## config.mk

```make
export PLATFORM = sky130hd
export DESIGN_NAME = fp_mult_result_sink_flat
export DESIGN_NICKNAME = d
export VERILOG_FILES = /design/src/rtl/fp_mult_result_sink_if.sv /design/src/rtl/fp_mult_result_sink.sv /design/src/flat_wrapper.sv
export SDC_FILE = /design/constraint.sdc
export NUM_CORES = 1
export LEC_CHECK = 0
export CAP_MARGIN = 20
export CORE_MARGIN = 10
export CORE_UTILIZATION = 50
export CTS_CLUSTER_DIAMETER = 120
export DETAILED_ROUTE_END_ITERATION = 16
export PLACE_DENSITY = 0.66
export SLEW_MARGIN = 25
export SYNTH_ARGS = -nofsm -noshare
export SYNTH_HDL_FRONTEND = slang
export SYNTH_SLANG_ARGS = --single-unit
```

## constraint.sdc

```tcl
create_clock -name i_clk -period 7.1 [get_ports i_clk]
set_input_delay 1.42 -clock i_clk [delete_from_list [all_inputs] [get_ports i_clk]]
set_output_delay 1.42 -clock i_clk [all_outputs]
set_load 0.02 [all_outputs]
```

## src/rtl/fp_mult_result_sink_if.sv

```systemverilog
// Stream bundle between the multiplier result port, the result sink and its consumer.
// The sink takes the slave view; the environment driving results and ready takes the master view.
interface fp_mult_result_sink_if;
  logic        s_axis_result_tvalid;
  logic        s_axis_result_tready;
  logic [31:0] s_axis_result_tdata;
  logic        m_axis_tvalid;
  logic        m_axis_tready;
  logic [31:0] m_axis_tdata;
  logic [3:0]  m_axis_tuser;

  modport slave (
    input  s_axis_result_tvalid,
    input  s_axis_result_tdata,
    input  m_axis_tready,
    output s_axis_result_tready,
    output m_axis_tvalid,
    output m_axis_tdata,
    output m_axis_tuser
  );

  modport master (
    output s_axis_result_tvalid,
    output s_axis_result_tdata,
    output m_axis_tready,
    input  s_axis_result_tready,
    input  m_axis_tvalid,
    input  m_axis_tdata,
    input  m_axis_tuser
  );
endinterface

```

## src/rtl/fp_mult_result_sink.sv

```systemverilog
// Result sink for the FP multiplier: classifies each single-precision result, buffers
// {class, data} in a fall-through FIFO and keeps saturating per-class statistics.
module fp_mult_result_sink #(
  parameter int DEPTH = 16,
  parameter int CNT_W = 16
) (
  input  logic                    i_clk,
  input  logic                    i_rst_n,
  fp_mult_result_sink_if.slave    bus,
  input  logic                    i_clr_stats,
  output logic [CNT_W-1:0]        o_cnt_nan,
  output logic [CNT_W-1:0]        o_cnt_inf,
  output logic [CNT_W-1:0]        o_cnt_zero,
  output logic [CNT_W-1:0]        o_cnt_sub,
  output logic [$clog2(DEPTH):0]  o_level
);

  localparam int AW = $clog2(DEPTH);
  localparam int LW = AW + 1;
  localparam logic [LW-1:0]    FULL_LEVEL = LW'(DEPTH);
  localparam logic [CNT_W-1:0] CNT_MAX    = '1;

  logic [7:0]  in_exp;
  logic [22:0] in_man;
  logic        exp_ones;
  logic        exp_zero;
  logic        man_zero;
  logic [3:0]  in_flags;

  logic [35:0]   mem_q [DEPTH];
  logic [AW-1:0] wr_ptr_q, wr_ptr_d;
  logic [AW-1:0] rd_ptr_q, rd_ptr_d;
  logic [LW-1:0] level_q, level_d;
  logic          ready_q, ready_d;
  logic          push;
  logic          pop;
  logic [3:0][CNT_W-1:0] cnt_q, cnt_d;

  // Flag order {nan, inf, zero, sub}; the sign bit plays no part in the class.
  always_comb begin
    in_exp   = bus.s_axis_result_tdata[30:23];
    in_man   = bus.s_axis_result_tdata[22:0];
    exp_ones = (in_exp == 8'hFF);
    exp_zero = (in_exp == 8'h00);
    man_zero = (in_man == 23'd0);
    in_flags = {exp_ones & ~man_zero, exp_ones & man_zero,
                exp_zero & man_zero,  exp_zero & ~man_zero};
  end

  // Ready is computed from the next occupancy so the registered copy tracks the level.
  always_comb begin
    push     = bus.s_axis_result_tvalid & ready_q;
    pop      = (level_q != '0) & bus.m_axis_tready;
    wr_ptr_d = push ? wr_ptr_q + AW'(1) : wr_ptr_q;
    rd_ptr_d = pop  ? rd_ptr_q + AW'(1) : rd_ptr_q;
    level_d  = level_q + LW'(push) - LW'(pop);
    ready_d  = (level_d != FULL_LEVEL);
  end

  always_comb begin
    cnt_d = cnt_q;
    for (int i = 0; i < 4; i++) begin
      if (i_clr_stats) begin
        cnt_d[i] = '0;
      end else if (push && in_flags[i] && (cnt_q[i] != CNT_MAX)) begin
        cnt_d[i] = cnt_q[i] + CNT_W'(1);
      end
    end
  end

  always_ff @(posedge i_clk or negedge i_rst_n) begin
    if (!i_rst_n) begin
      wr_ptr_q <= '0;
      rd_ptr_q <= '0;
      level_q  <= '0;
      ready_q  <= 1'b0;
      cnt_q    <= '0;
    end else begin
      wr_ptr_q <= wr_ptr_d;
      rd_ptr_q <= rd_ptr_d;
      level_q  <= level_d;
      ready_q  <= ready_d;
      cnt_q    <= cnt_d;
    end
  end

  // Storage carries no reset; stale entries are never visible because valid follows the level.
  always_ff @(posedge i_clk) begin
    if (push) begin
      mem_q[wr_ptr_q] <= {in_flags, bus.s_axis_result_tdata};
    end
  end

  assign bus.s_axis_result_tready = ready_q;
  assign bus.m_axis_tvalid        = (level_q != '0);
  assign bus.m_axis_tuser         = mem_q[rd_ptr_q][35:32];
  assign bus.m_axis_tdata         = mem_q[rd_ptr_q][31:0];

  assign o_cnt_nan  = cnt_q[3];
  assign o_cnt_inf  = cnt_q[2];
  assign o_cnt_zero = cnt_q[1];
  assign o_cnt_sub  = cnt_q[0];
  assign o_level    = level_q;

endmodule

```

## src/flat_wrapper.sv

```systemverilog
// flat-port wrapper written by rule: the top's interface ports become plain ports
module fp_mult_result_sink_flat 
#(
  parameter int DEPTH = 16,
  parameter int CNT_W = 16
)
  (i_clk, i_rst_n, i_clr_stats, o_cnt_nan, o_cnt_inf, o_cnt_zero, o_cnt_sub, o_level, bus_s_axis_result_tvalid, bus_s_axis_result_tdata, bus_m_axis_tready, bus_s_axis_result_tready, bus_m_axis_tvalid, bus_m_axis_tdata, bus_m_axis_tuser);
  fp_mult_result_sink_if bus_i ();
  input  logic i_clk;
  input  logic i_rst_n;
  input  logic i_clr_stats;
  output logic [CNT_W-1:0] o_cnt_nan;
  output logic [CNT_W-1:0] o_cnt_inf;
  output logic [CNT_W-1:0] o_cnt_zero;
  output logic [CNT_W-1:0] o_cnt_sub;
  output logic [$clog2(DEPTH):0] o_level;
  input wire logic [$bits(bus_i.s_axis_result_tvalid)-1:0] bus_s_axis_result_tvalid;
  input wire logic [$bits(bus_i.s_axis_result_tdata)-1:0] bus_s_axis_result_tdata;
  input wire logic [$bits(bus_i.m_axis_tready)-1:0] bus_m_axis_tready;
  output wire logic [$bits(bus_i.s_axis_result_tready)-1:0] bus_s_axis_result_tready;
  output wire logic [$bits(bus_i.m_axis_tvalid)-1:0] bus_m_axis_tvalid;
  output wire logic [$bits(bus_i.m_axis_tdata)-1:0] bus_m_axis_tdata;
  output wire logic [$bits(bus_i.m_axis_tuser)-1:0] bus_m_axis_tuser;
  assign bus_i.s_axis_result_tvalid = bus_s_axis_result_tvalid;
  assign bus_i.s_axis_result_tdata = bus_s_axis_result_tdata;
  assign bus_i.m_axis_tready = bus_m_axis_tready;
  assign bus_s_axis_result_tready = bus_i.s_axis_result_tready;
  assign bus_m_axis_tvalid = bus_i.m_axis_tvalid;
  assign bus_m_axis_tdata = bus_i.m_axis_tdata;
  assign bus_m_axis_tuser = bus_i.m_axis_tuser;
  fp_mult_result_sink #(.DEPTH(DEPTH), .CNT_W(CNT_W)) u_core (.i_clk(i_clk), .i_rst_n(i_rst_n), .bus(bus_i), .i_clr_stats(i_clr_stats), .o_cnt_nan(o_cnt_nan), .o_cnt_inf(o_cnt_inf), .o_cnt_zero(o_cnt_zero), .o_cnt_sub(o_cnt_sub), .o_level(o_level));
endmodule
```

==> run summary <==
The final number of max-transition violations is 0. The number of instances in the placed design is 2,105. The critical path launch point type is a flip-flop. The number of clock sinks seen by CTS is between 600 and 700.

During synthesis, Yosys emitted a total of 0 warnings. In the synthesized netlist the dominant register cell turns out to be sky130_fd_sc_hd__edfxtp_1. The aggregate negative setup slack is 0 ns.

The routed wire length came out at 59,900 um. The part of the total power dissipated in the clock network is 0.296. After synthesis the netlist holds a flip-flop and latch count of roughly 650.

The worst max-slew margin expressed relative to the limit is 0.322. The clock network latency to the later pin of the worst-skew pair came out at 0.59 ns. The congestion estimate from routability-driven global placement came to 0.764. The number of primary I/O pins is about 140.

By area, the combinational part of the netlist is dominated by multiplexers. The number of cells on the worst reg-to-reg path is 14. The global route total overflow came out at 0. The fraction of synthesized cell area taken by the top area cell type came out at 0.658. The worst ir drop on vdd is 0.000242 V. After layout, the worst setup slack is 1.93 ns. The largest driver fanout on the critical path came out at 30. For the worst setup path, the data arrival time is 3.75 ns. The share of synthesized flip-flops with an asynchronous set or reset is 0.119. The die is between 200 and 250 um tall.

Counting distinct cell types in the post-synthesis netlist gives 56. The adder-cell share of the synthesized area came out at 0.00791. By count the netlist is led by sky130_fd_sc_hd__edfxtp_1 (576), sky130_fd_sc_hd__mux4_2 (180), sky130_fd_sc_hd__dfrtp_1 (78).

The total number of placement rows came out at 83. After detailed routing, the number of vias per cell comes to 6.09. TritonCTS built the clock tree. The via count of the first global-routing pass is between 10,000 and 15,000. The number of nets with antenna violations after routing is 0.

The flow ran to the end, and the final reports show no timing, DRC or antenna violations. The multiplexer fraction of the synthesized cell area is 0.161. The worst reg2reg path endpoint is u_core.bus.s_axis_result_tready. The static leakage is 0.00991 uW. After clock tree synthesis, the clock-pin slew on the worst setup and hold paths is 0.06 ns. Setup violations remaining at the end of the flow were counted as 0. The final design instance area without fill is 30,700 um2. The number of antenna violations at the first check in global routing is 5. The count of filler cells inserted in the layout is 3,768.

The wire length per cell after detailed routing came out at 26.9 um. The number of enable flip-flop cells after synthesis came out at 576. In the finished design, the share of the clock period the worst path needs comes to 0.728. The power spent charging and discharging nets came out at between 3000 and 4000 uW.

The post-synthesis compound-gate area fraction is 0.0253. The layout-stage area growth over the synthesis result came out at 16.8%. The parity-gate share of the synthesized area counting xor and xnor cells came out at 0.00333. The count of mapped cells out of synthesis came out at around 1,300. In this run the power density over the cells is 377 nW/um2. The worst-case clock skew came out at a little over 0.02 ns. Setup repair after global routing left no endpoint under its margin. The detailed-router iteration count before antenna repair came out at 7. The cell chosen for the clock root is sky130_fd_sc_hd__clkbuf_16.

The logic gate share of total power is 0.282. The post-CTS setup-driven buffer insertion count came out at 0. The area of placed instances is 28,500 um2. The post-synthesis simple-gate area fraction came out at 0.0561. In this run the horizontal extent of the chip is 249 um. The post-synthesis cell area came out at 26,300 um2.

The number of levels the H-tree was split into came out at 3. The transition time of the tightest slew-check pin came out at 1.01 ns. The setup path with the least slack is of type reg2out.

The buffer depth of the longest clock path is 3. Sorting the synthesized cells by area gives the leading types as sky130_fd_sc_hd__edfxtp_1 (66%), sky130_fd_sc_hd__mux4_2 (15%), sky130_fd_sc_hd__dfrtp_1 (7.4%). The share of synthesized area occupied by flip-flops and latches is 0.733. In this run, post-CTS repair resized a total of 0 instances. The global routing usage summed across all routing layers came out at 0.192. The share of total power dissipated in sequential elements is 0.422.

The register-to-register path setup slack came out at 3.93 ns. The shortest period the worst path allows came out at ~5.2 ns. The number of vias in the routed layout came out at around 14,000. The wire length of the first global-routing pass came out at 90,200 um. The beginning of the critical path is u_core.rd_ptr_q[0]. Summed over all instances, the cell type with the most area after synthesis is sky130_fd_sc_hd__edfxtp_1. The worst setup path endpoint is bus_m_axis_tdata[27]. The startpoint identified for the worst register-to-register timing path is u_core.o_level[2]. The required time at the endpoint of the critical path came out at 5.68 ns. The maximum number of pins on one net before global-route repair is 81. The post-layout instance count excluding filler cells is 2,224. The number of nets in the synthesized netlist is 1,377.

Derived from the worst setup path, the maximum achievable clock frequency is 0.193 GHz. The number of endpoints with negative hold slack in the final report is 0. During placement, the flow inserted port buffers numbering 143.

The core region area is 51,700 um2. The internal power came out at 8290 uW. In the final design database the tool counted 1,548 nets. The tightest min-delay check is of the reg2reg type. The worst slack at placement is 1.75 ns. The count of hold-fix buffers inserted at cts came out at 0.

The most frequent cell after synthesis is sky130_fd_sc_hd__edfxtp_1. The violation count after the first detailed-route iteration came out at ~1,100. The worst setup path is captured at an output pin.

The synthesized area divided by synthesized cell count is 19.8 um2. The number of remaining DRC errors came out at 0. The max-capacitance violation count is 0. The switching power as a share of total power came out at 0.283. Measured on the finished design, the core utilization comes to 0.593. The post-DP HPWL came out at around 32,000 um. The clock buffer count from CTS is 67. For this configuration, the core starts out at a cell density of 0.508. The share of post-route cells with drive strength above 1 came out at 0.223. The floorplan step defined a die boundary enclosing 62,100 um2.
-- metrics by stage --
stage                     total power [uW]  hold slack (ns)
after floorplan                       7030            0.481
after global placement                8250            0.505
after detailed placement              8300            0.519
after CTS                            11700            0.531
after global routing                 12100            0.572
final                                11600            0.531
-- cells in the final DEF, fill, tap and decap left out, types with 4 or more instances in the layout --
cell | netlist | routed
sky130_fd_sc_hd__edfxtp_1 | 576 | 576
sky130_fd_sc_hd__mux4_2 | 180 | 180
sky130_fd_sc_hd__clkdlybuf4s50_1 | 0 | 141
sky130_fd_sc_hd__dfrtp_1 | 78 | 74
sky130_fd_sc_hd__clkbuf_16 | 0 | 69
sky130_fd_sc_hd__a21oi_1 | 50 | 50
sky130_fd_sc_hd__o31ai_1 | 33 | 33
sky130_fd_sc_hd__or4_1 | 33 | 33
sky130_fd_sc_hd__nor2_1 | 32 | 32
sky130_fd_sc_hd__nand3_1 | 29 | 29
sky130_fd_sc_hd__nand2_1 | 29 | 28
sky130_fd_sc_hd__buf_4 | 0 | 25
sky130_fd_sc_hd__inv_1 | 21 | 21
sky130_fd_sc_hd__nand4_1 | 18 | 18
sky130_fd_sc_hd__clkinv_1 | 1 | 16
sky130_fd_sc_hd__o21ai_0 | 15 | 15
sky130_fd_sc_hd__ha_1 | 15 | 15
sky130_fd_sc_hd__mux2_2 | 14 | 14
sky130_fd_sc_hd__clkbuf_1 | 43 | 14
sky130_fd_sc_hd__and3_1 | 17 | 13
sky130_fd_sc_hd__nor2b_1 | 13 | 13
sky130_fd_sc_hd__nor3_1 | 12 | 12
sky130_fd_sc_hd__or3_1 | 12 | 12
sky130_fd_sc_hd__and2_2 | 0 | 11
sky130_fd_sc_hd__nor4_1 | 10 | 10
sky130_fd_sc_hd__xnor2_1 | 7 | 7
sky130_fd_sc_hd__bufinv_16 | 0 | 6
sky130_fd_sc_hd__nand2b_1 | 5 | 5
sky130_fd_sc_hd__and2_1 | 16 | 4
sky130_fd_sc_hd__nor3b_1 | 4 | 4
sky130_fd_sc_hd__and3_2 | 0 | 4
sky130_fd_sc_hd__clkinv_2 | 0 | 4
-- how the worst min path moves through the flow --
stage | startpoint | to | slack (ns) | cells after the start
2_1_floorplan | u_core.wr_ptr_q[2] | u_core.wr_ptr_q[2] | 0.48 | 1
3_3_place_gp | u_core.wr_ptr_q[2] | u_core.wr_ptr_q[2] | 0.50 | 1
3_5_place_dp | u_core.wr_ptr_q[2] | u_core.wr_ptr_q[2] | 0.52 | 1
4_1_cts | u_core.wr_ptr_q[2] | u_core.wr_ptr_q[2] | 0.53 | 1
5_1_grt | u_core.wr_ptr_q[2] | u_core.wr_ptr_q[2] | 0.57 | 1
6_report | u_core.wr_ptr_q[2] | u_core.wr_ptr_q[2] | 0.53 | 1
-- area by class of cell --
type,count,area (um2),area share
antenna,1,2.50,0.0000816
clock buffer,86,1820,0.0594
clock inverter,31,307,0.00999
inverter,22,82.6,0.00269
multi-input combinational,580,6680,0.218
sequential,654,19300,0.628
tap,680,851,0.0277
timing repair buffer,170,1670,0.0545
-- power by group through the flow --
| stage | registers (uW) | clock network [uW] | logic [uW] |
|---|---|---|---|
| finish | 4880 | 3430 | 3260 |
| global route | 4920 | 3650 | 3490 |
| CTS | 4940 | 3500 | 3280 |
| detailed placement | 5020 | 0 | 3280 |
| global placement | 5000 | 0 | 3250 |
| floorplan | 4760 | 0 | 2270 |
-- kinds of logic after synthesis --
kind of cell | count (synthesis)
mux | 195
flops | 654
fa+ha+maj | 16
compound gates | 109
simple gates | 250
xor+xnor | 10
buf+inv | 90
-- layer usage --
metal | up-vias | global-route usage | share of wire
met5 | - | 0 | 0.00092
met4 | 8 | 0.0513 | 0.016
met3 | 74 | 0.0466 | 0.073
met2 | 438 | 0.308 | 0.50
met1 | 7179 | 0.259 | 0.41
li1 | 5856 | - | -
-- state kept, by name, summed over array words and instances (netlist names) --
register                         flops
u_core.o_level                       5
u_core.rd_ptr_q                      4
u_core.o_cnt_zero                   16
u_core.wr_ptr_q                      4
u_core.o_cnt_inf                    16
u_core.o_cnt_sub                    16
u_core.bus.s_axis_result_tready      1
u_core.mem_q                       576
u_core.o_cnt_nan                    16
-- critical path, cell delays in order (launching register included) --
cell                              delay [ns]
sky130_fd_sc_hd__dfrtp_4                0.78
sky130_fd_sc_hd__buf_4                  0.62
sky130_fd_sc_hd__mux4_2                 0.57
sky130_fd_sc_hd__mux4_2                 0.47
sky130_fd_sc_hd__clkdlybuf4s50_1        0.66
No activity file was read; power rests on OpenSTA's default activity.
